### src/rtl/pipeline_stall_ctrl.sv
// Stall/flush/bubble control for a 5-stage in-order core: load-use stalls,
// branch squash, HLT drain, memory-wait freeze with timeout, stall counter.
module pipeline_stall_ctrl #(
  parameter int MEM_TIMEOUT = 255,
  parameter int WAIT_W      = 8
) (
  input  logic        clk,
  input  logic        rst,
  input  logic        hazard,
  input  logic        branch_taken,
  input  logic        halt_ex,
  input  logic        mem_req,
  input  logic        mem_ack,
  output logic        pc_we,
  output logic        ifid_we,
  output logic        ifid_flush,
  output logic        idex_we,
  output logic        idex_bubble,
  output logic        exmem_we,
  output logic        memwb_we,
  output logic        halted,
  output logic        mem_err,
  output logic [15:0] stall_cnt
);

  typedef enum logic [1:0] {RUN, MEMWAIT, HALT} state_t;

  localparam logic [WAIT_W-1:0] WAIT_LAST = WAIT_W'(MEM_TIMEOUT - 1);

  state_t            state, state_nxt;
  logic [WAIT_W-1:0] wait_cnt, wait_nxt;
  logic              memstall;
  logic              timeout;

  function automatic logic [15:0] sat_inc16(input logic [15:0] val);
    return (val == 16'hFFFF) ? val : val + 16'd1;
  endfunction

  assign memstall = mem_req & ~mem_ack;
  assign timeout  = memstall && (wait_cnt == WAIT_LAST);

  always_comb begin
    state_nxt   = state;
    wait_nxt    = wait_cnt;
    pc_we       = 1'b0;
    ifid_we     = 1'b0;
    ifid_flush  = 1'b0;
    idex_we     = 1'b0;
    idex_bubble = 1'b0;
    exmem_we    = 1'b0;
    memwb_we    = 1'b0;
    case (state)
      RUN, MEMWAIT: begin
        if (memstall) begin
          // Whole pipeline frozen; all enables stay at their 0 defaults.
          wait_nxt  = wait_cnt + 1'b1;
          state_nxt = timeout ? HALT : MEMWAIT;
        end else begin
          wait_nxt = '0;
          if (halt_ex) begin
            ifid_we     = 1'b1;
            ifid_flush  = 1'b1;
            idex_we     = 1'b1;
            idex_bubble = 1'b1;
            exmem_we    = 1'b1;
            memwb_we    = 1'b1;
            state_nxt   = HALT;
          end else if (branch_taken) begin
            // Wins over hazard: the stalled instruction is wrong-path anyway.
            pc_we       = 1'b1;
            ifid_we     = 1'b1;
            ifid_flush  = 1'b1;
            idex_we     = 1'b1;
            idex_bubble = 1'b1;
            exmem_we    = 1'b1;
            memwb_we    = 1'b1;
            state_nxt   = RUN;
          end else if (hazard) begin
            idex_we     = 1'b1;
            idex_bubble = 1'b1;
            exmem_we    = 1'b1;
            memwb_we    = 1'b1;
            state_nxt   = RUN;
          end else begin
            pc_we     = 1'b1;
            ifid_we   = 1'b1;
            idex_we   = 1'b1;
            exmem_we  = 1'b1;
            memwb_we  = 1'b1;
            state_nxt = RUN;
          end
        end
      end
      HALT: begin
        state_nxt = HALT;
        wait_nxt  = '0;
      end
      default: begin
        state_nxt = RUN;
        wait_nxt  = '0;
      end
    endcase
    if (rst) begin
      pc_we       = 1'b0;
      ifid_we     = 1'b0;
      ifid_flush  = 1'b0;
      idex_we     = 1'b0;
      idex_bubble = 1'b0;
      exmem_we    = 1'b0;
      memwb_we    = 1'b0;
    end
  end

  always_ff @(posedge clk or posedge rst) begin
    if (rst) begin
      state     <= RUN;
      wait_cnt  <= '0;
      halted    <= 1'b0;
      mem_err   <= 1'b0;
      stall_cnt <= 16'd0;
    end else begin
      state    <= state_nxt;
      wait_cnt <= wait_nxt;
      if (state_nxt == HALT)
        halted <= 1'b1;
      if (state != HALT && timeout)
        mem_err <= 1'b1;
      if (!pc_we && state != HALT)
        stall_cnt <= sat_inc16(stall_cnt);
    end
  end

endmodule

### config.mk
export PLATFORM = sky130hd
export DESIGN_NAME = pipeline_stall_ctrl
export DESIGN_NICKNAME = d
export VERILOG_FILES = /design/src/rtl/pipeline_stall_ctrl.sv
export SDC_FILE = /design/constraint.sdc
export NUM_CORES = 1
export LEC_CHECK = 0
export BUFFER_PORTS_ARGS = -buffer_cell sky130_fd_sc_hd__buf_4
export CORE_MARGIN = 5
export CORE_UTILIZATION = 25
export DETAILED_ROUTE_END_ITERATION = 7
export SLEW_MARGIN = 20
export SYNTH_ARGS = -nofsm -noshare
export SYNTH_HDL_FRONTEND = slang
export SYNTH_SLANG_ARGS = --single-unit
### constraint.sdc
create_clock -name clk -period 2.5 [get_ports clk]
set_input_delay 0.125 -clock clk [delete_from_list [all_inputs] [get_ports clk]]
set_output_delay 0.125 -clock clk [all_outputs]
set_load 0.03 [all_outputs]
# Word-level counts from Yosys, hierarchy flattened
# Cells that the tools add are included.
# word_totals
ff_bits	28
inputBits	7
out_inout_bits	25
# op_classes
add_sub_neg	2
eq_ne	6
n_mux	30
bitwise_logic	3
n_reduce_logical	7
# op_table
op	count
$mux 1	24
$add 16x1->16 const B	1
$eq 16x16->1 const B	1
$mux 8	2
$add 8x1->8 const B	1
$eq 8x8->1 const B	1
$mux 2	3
$eq 2x2->1 const B	2
$pmux 2 s2	1
$logic_and 1x1->1	3
$eq 2x1->1 const B	1
$logic_not 2->1	1
$ne 2x2->1 const B	1
$not 1->1	2
$reduce_and 2->1	1
$reduce_or 2->1	1
$and 1x1->1	1
$logic_not 1->1	1

# Depth between registers and ports, before layout
# logic_depth
depth_word	9
ltp_mapped	6

# Worst setup path after synthesis
# Ideal clock, no wire load.
# synth_path
path_kind	flip-flop to flip-flop
start	register stall_cnt[0]
end	register stall_cnt[15]
t_arrival_ns	1.651
required_ns	2.362
setup_slack_ns	0.711
stages_incl_launch_ff	6
n_path_buf	0
synth_period_minus_slack_ns	1.789
path_cell_list	dfrtp_1 -> ha_1 -> nand3_1 -> nor4_1 -> nor4_1 -> xor2_1
# synth_via
elab_chain_len	3
word_cells_on_any_way	4
cone_classes	1 x add/sub; 1 x eq/ne; 1 x bitwise; 1 x reduce/logical
# synth_lines
item	line_no	text
from (decl)	23	output logic [15:0] stall_cnt
from (signal assigned)	129	stall_cnt <= sat_inc16(stall_cnt);
parallel branches: the longest is 3 deep, another holds $add 16x1->16	-	
# Several ways; the timed one is not identified.
# A chain may end at the register's enable or synchronous reset.

# Worst setup path in the final report
# layout_path
start	register stall_cnt[0]
end	register stall_cnt[11]
# The elaborated chain is that of the path after synthesis.

==> reports/qor.yml <==
fin_crit_ns: 1.85
place_area_um2: 1780
intPower_mw: 0.700
path_buf_inv: 0
clk_latency_ns: 0.27
drtPass1Iterations: 4
clkSinkCount: 28
die_x_um: 86.6
crit_top_cell: "nor4_1"
cp_cell_sequence: "ha_1 > nand3_1 > nor4_1 > nor4_1 > xor2_1"
swShare_pct: 30.0
cts.path.max_buffers: 2
synthesis.nets: 147
fin_skew_ns: 0.00233
yosysTopAreaCellShare_pct: 47.8
synth_area_um2: 1470
grtUsageTotal_pct: 9.00
synthAdderAreaFrac_pct: 2.56
start_util_pct: 26.1
drt_wl_total_mm: 3.13
crit_slowest_cell: "nor4_1"
critPathTopFamily: "simple AND/OR/NAND/NOR gates"
die_h_um: 86.6
dp_slack_ns: 0.689
p_switching_mw: 0.299
fin_area_um2: 1840
synthDistinctLibCells: 35
synth-compound-area-share_pct: 4.44
path_max_fanout: 5
fillers: 613
areaGrowthSynthToFinish_pct: 25.7
ios: 32
yosysWarnings: 0
arrival_ns: 2.01
grt_pass1_wl_mm: 5.44
grt_pass1_vias: 1121
fin_ws_ns: 0.645
status: "complete, no violations"
drc_errors: 0
clockRootBuffer: "clkbuf_8"
ys_ff_latch: 28
numCtsBuffers: 3
cp_slowest_stage_delay_ns: 0.59
drv_slew: 0
drive_gt1_share_pct: 26.9
vias: 1122
p_clk_share_pct: 28.3
wl_per_cell_um: 12.9
overflow: 0
cts_tree: "done"
synth_top_family_by_area: "simple AND/OR/NAND/NOR gates"
path_class: "flop to flop"
drtIter0Drc: 79
fin_crit_sh_pct: 74.2
rows: 27
power_density_nw_per_um2: 543
synth-xor-area-share_pct: 11.4
via_per_inst: 4.62
synth_seq_area_share_pct: 47.8
muxShareOfSynthArea_pct: 2.22
max_cap_violations: 0
p_leak_nw: 0.878
nets: 182
worstSetupEndpointType: "flop"
vdd_drop_max_v: 0.000286
relSlewSlack_pct: 51.9
cts_hold_buffers: 1
rsz0062_at_grt: "false"
fp.coreArea_um2: 5610
multi_input_area_um2: 719
hold_viol_final: 0
p_seq_share_pct: 53.0
combPwrFrac_pct: 18.6
tightestPinTransition_ns: 0.715
port_buffers: 31
cts_resized: 0
clock.fmax_ghz: 0.539
hold_path.class: "primary input to flop"
p_total_mw: 0.999
routabilityCongestion: 0.697
utilization_pct: 32.8
avgSynthCellArea_um2: 10.7
yosys-top-cells-area: "dfrtp_1 (48%), xor2_1 (10%), nand3_1 (3.8%)"
synth-simple-area-share_pct: 28.5
cts.reportedPaths.clkPinSlew_ns: 0.09
crit_path_start_kind: "flop"
synthCells: 137
finalSetupViolCount: 0
n_antenna_cell: 0
synth_area_leader_cell: "dfrtp_1"
antenna_found_initial: 0
dp_hpwl_mm: 2.31
layout.cells.most_common: "buf_4"
final-seq-area_um2: 701
dieArea_um2: 7490
layout_common_cells: "buf_4 (33), dfrtp_1 (28), xor2_1 (17)"
crit_required_ns: 2.65
ant_nets: 0
grt_start_max_net_pins: 26
finalSetupTns_ns: 0
cts_setup_buffers: 0
h-tree-depth: 1
power by group through the flow:
stage,logic (mW),clock network [mW],registers (mW)
after CTS,0.189,0.291,0.532
after global routing,0.201,0.310,0.541
final,0.186,0.283,0.530
after detailed placement,0.187,0,0.540
after global placement,0.187,0,0.537
after floorplan,0.0528,0,0.589
synthesized netlist by cell type, drive strengths merged:
library cell	number
buf	3
mux2	2
nor3b	1
nand2	5
nor4	8
xor2	17
o41ai	1
and2b	1
a22oi	1
o21ai	1
nand4	5
mux2i	1
nand2b	4
nor4b	1
xnor2	2
nor2b	1
nor3	8
or3	2
and3	2
a21oi	3
ha	3
dfrtp	28
nand3	11
clkbuf	1
a41o	1
inv	5
and4	4
or2	2
nor2	13
final timing paths:
path,endpoint,slack [ns],from,cells past startpoint
max in group asynchronous,wait_cnt[6],1.66,rst,4
max reg2reg,stall_cnt[11],0.65,stall_cnt[0],5
max,stall_cnt[11],0.65,stall_cnt[0],5
min,state[1],0.26,halt_ex,3
min in group asynchronous,stall_cnt[14],0.30,rst,3
min reg2reg,halted,0.48,halted,1
metrics by stage:
step / instances / hold WS [ns]
floorplan: 137 / 0.190
global placement: 238 / 0.0315
detailed placement: 238 / 0.0348
CTS: 243 / 0.260
global route: 243 / 0.274
finish: 243 / 0.260
layer usage:
metal | vias to the layer above | track usage, % | wire length [um]
met1 | 534 | 13.0 | 1560
met4 | 0 | 2.97 | 48
met3 | 5 | 2.19 | 183
li1 | 556 | - | -
met2 | 27 | 13.0 | 1340
met5 | - | 0 | 0
registers in the layout, indices dropped and copies added, names as in the netlist:
signal	flops
state	2
mem_err	1
wait_cnt	8
halted	1
stall_cnt	16
final cells by class:
cell class	count	share of cell area, %
clock buffers	4	2.99
inverters	5	1.02
multi-input cells	100	39.1
flip-flops and latches	28	38.0
well taps	72	4.89
repair buffers	34	14.0
cells by family after synthesis:
| logic type | count (synthesis) |
|---|---|
| buffers and inverters | 9 |
| xor gates and xnor gates | 19 |
| adders and majority gates | 3 |
| and+or+nand+nor | 68 |
| AOI/OAI and AO/OA | 7 |
| DFF | 28 |
| muxes | 3 |
worst min-delay path, stage by stage:
cell	delay (ns)
buf_4	0.14
a21oi_1	0.13
a22oi_1	0.10
Power figures use the tool's default switching activity.
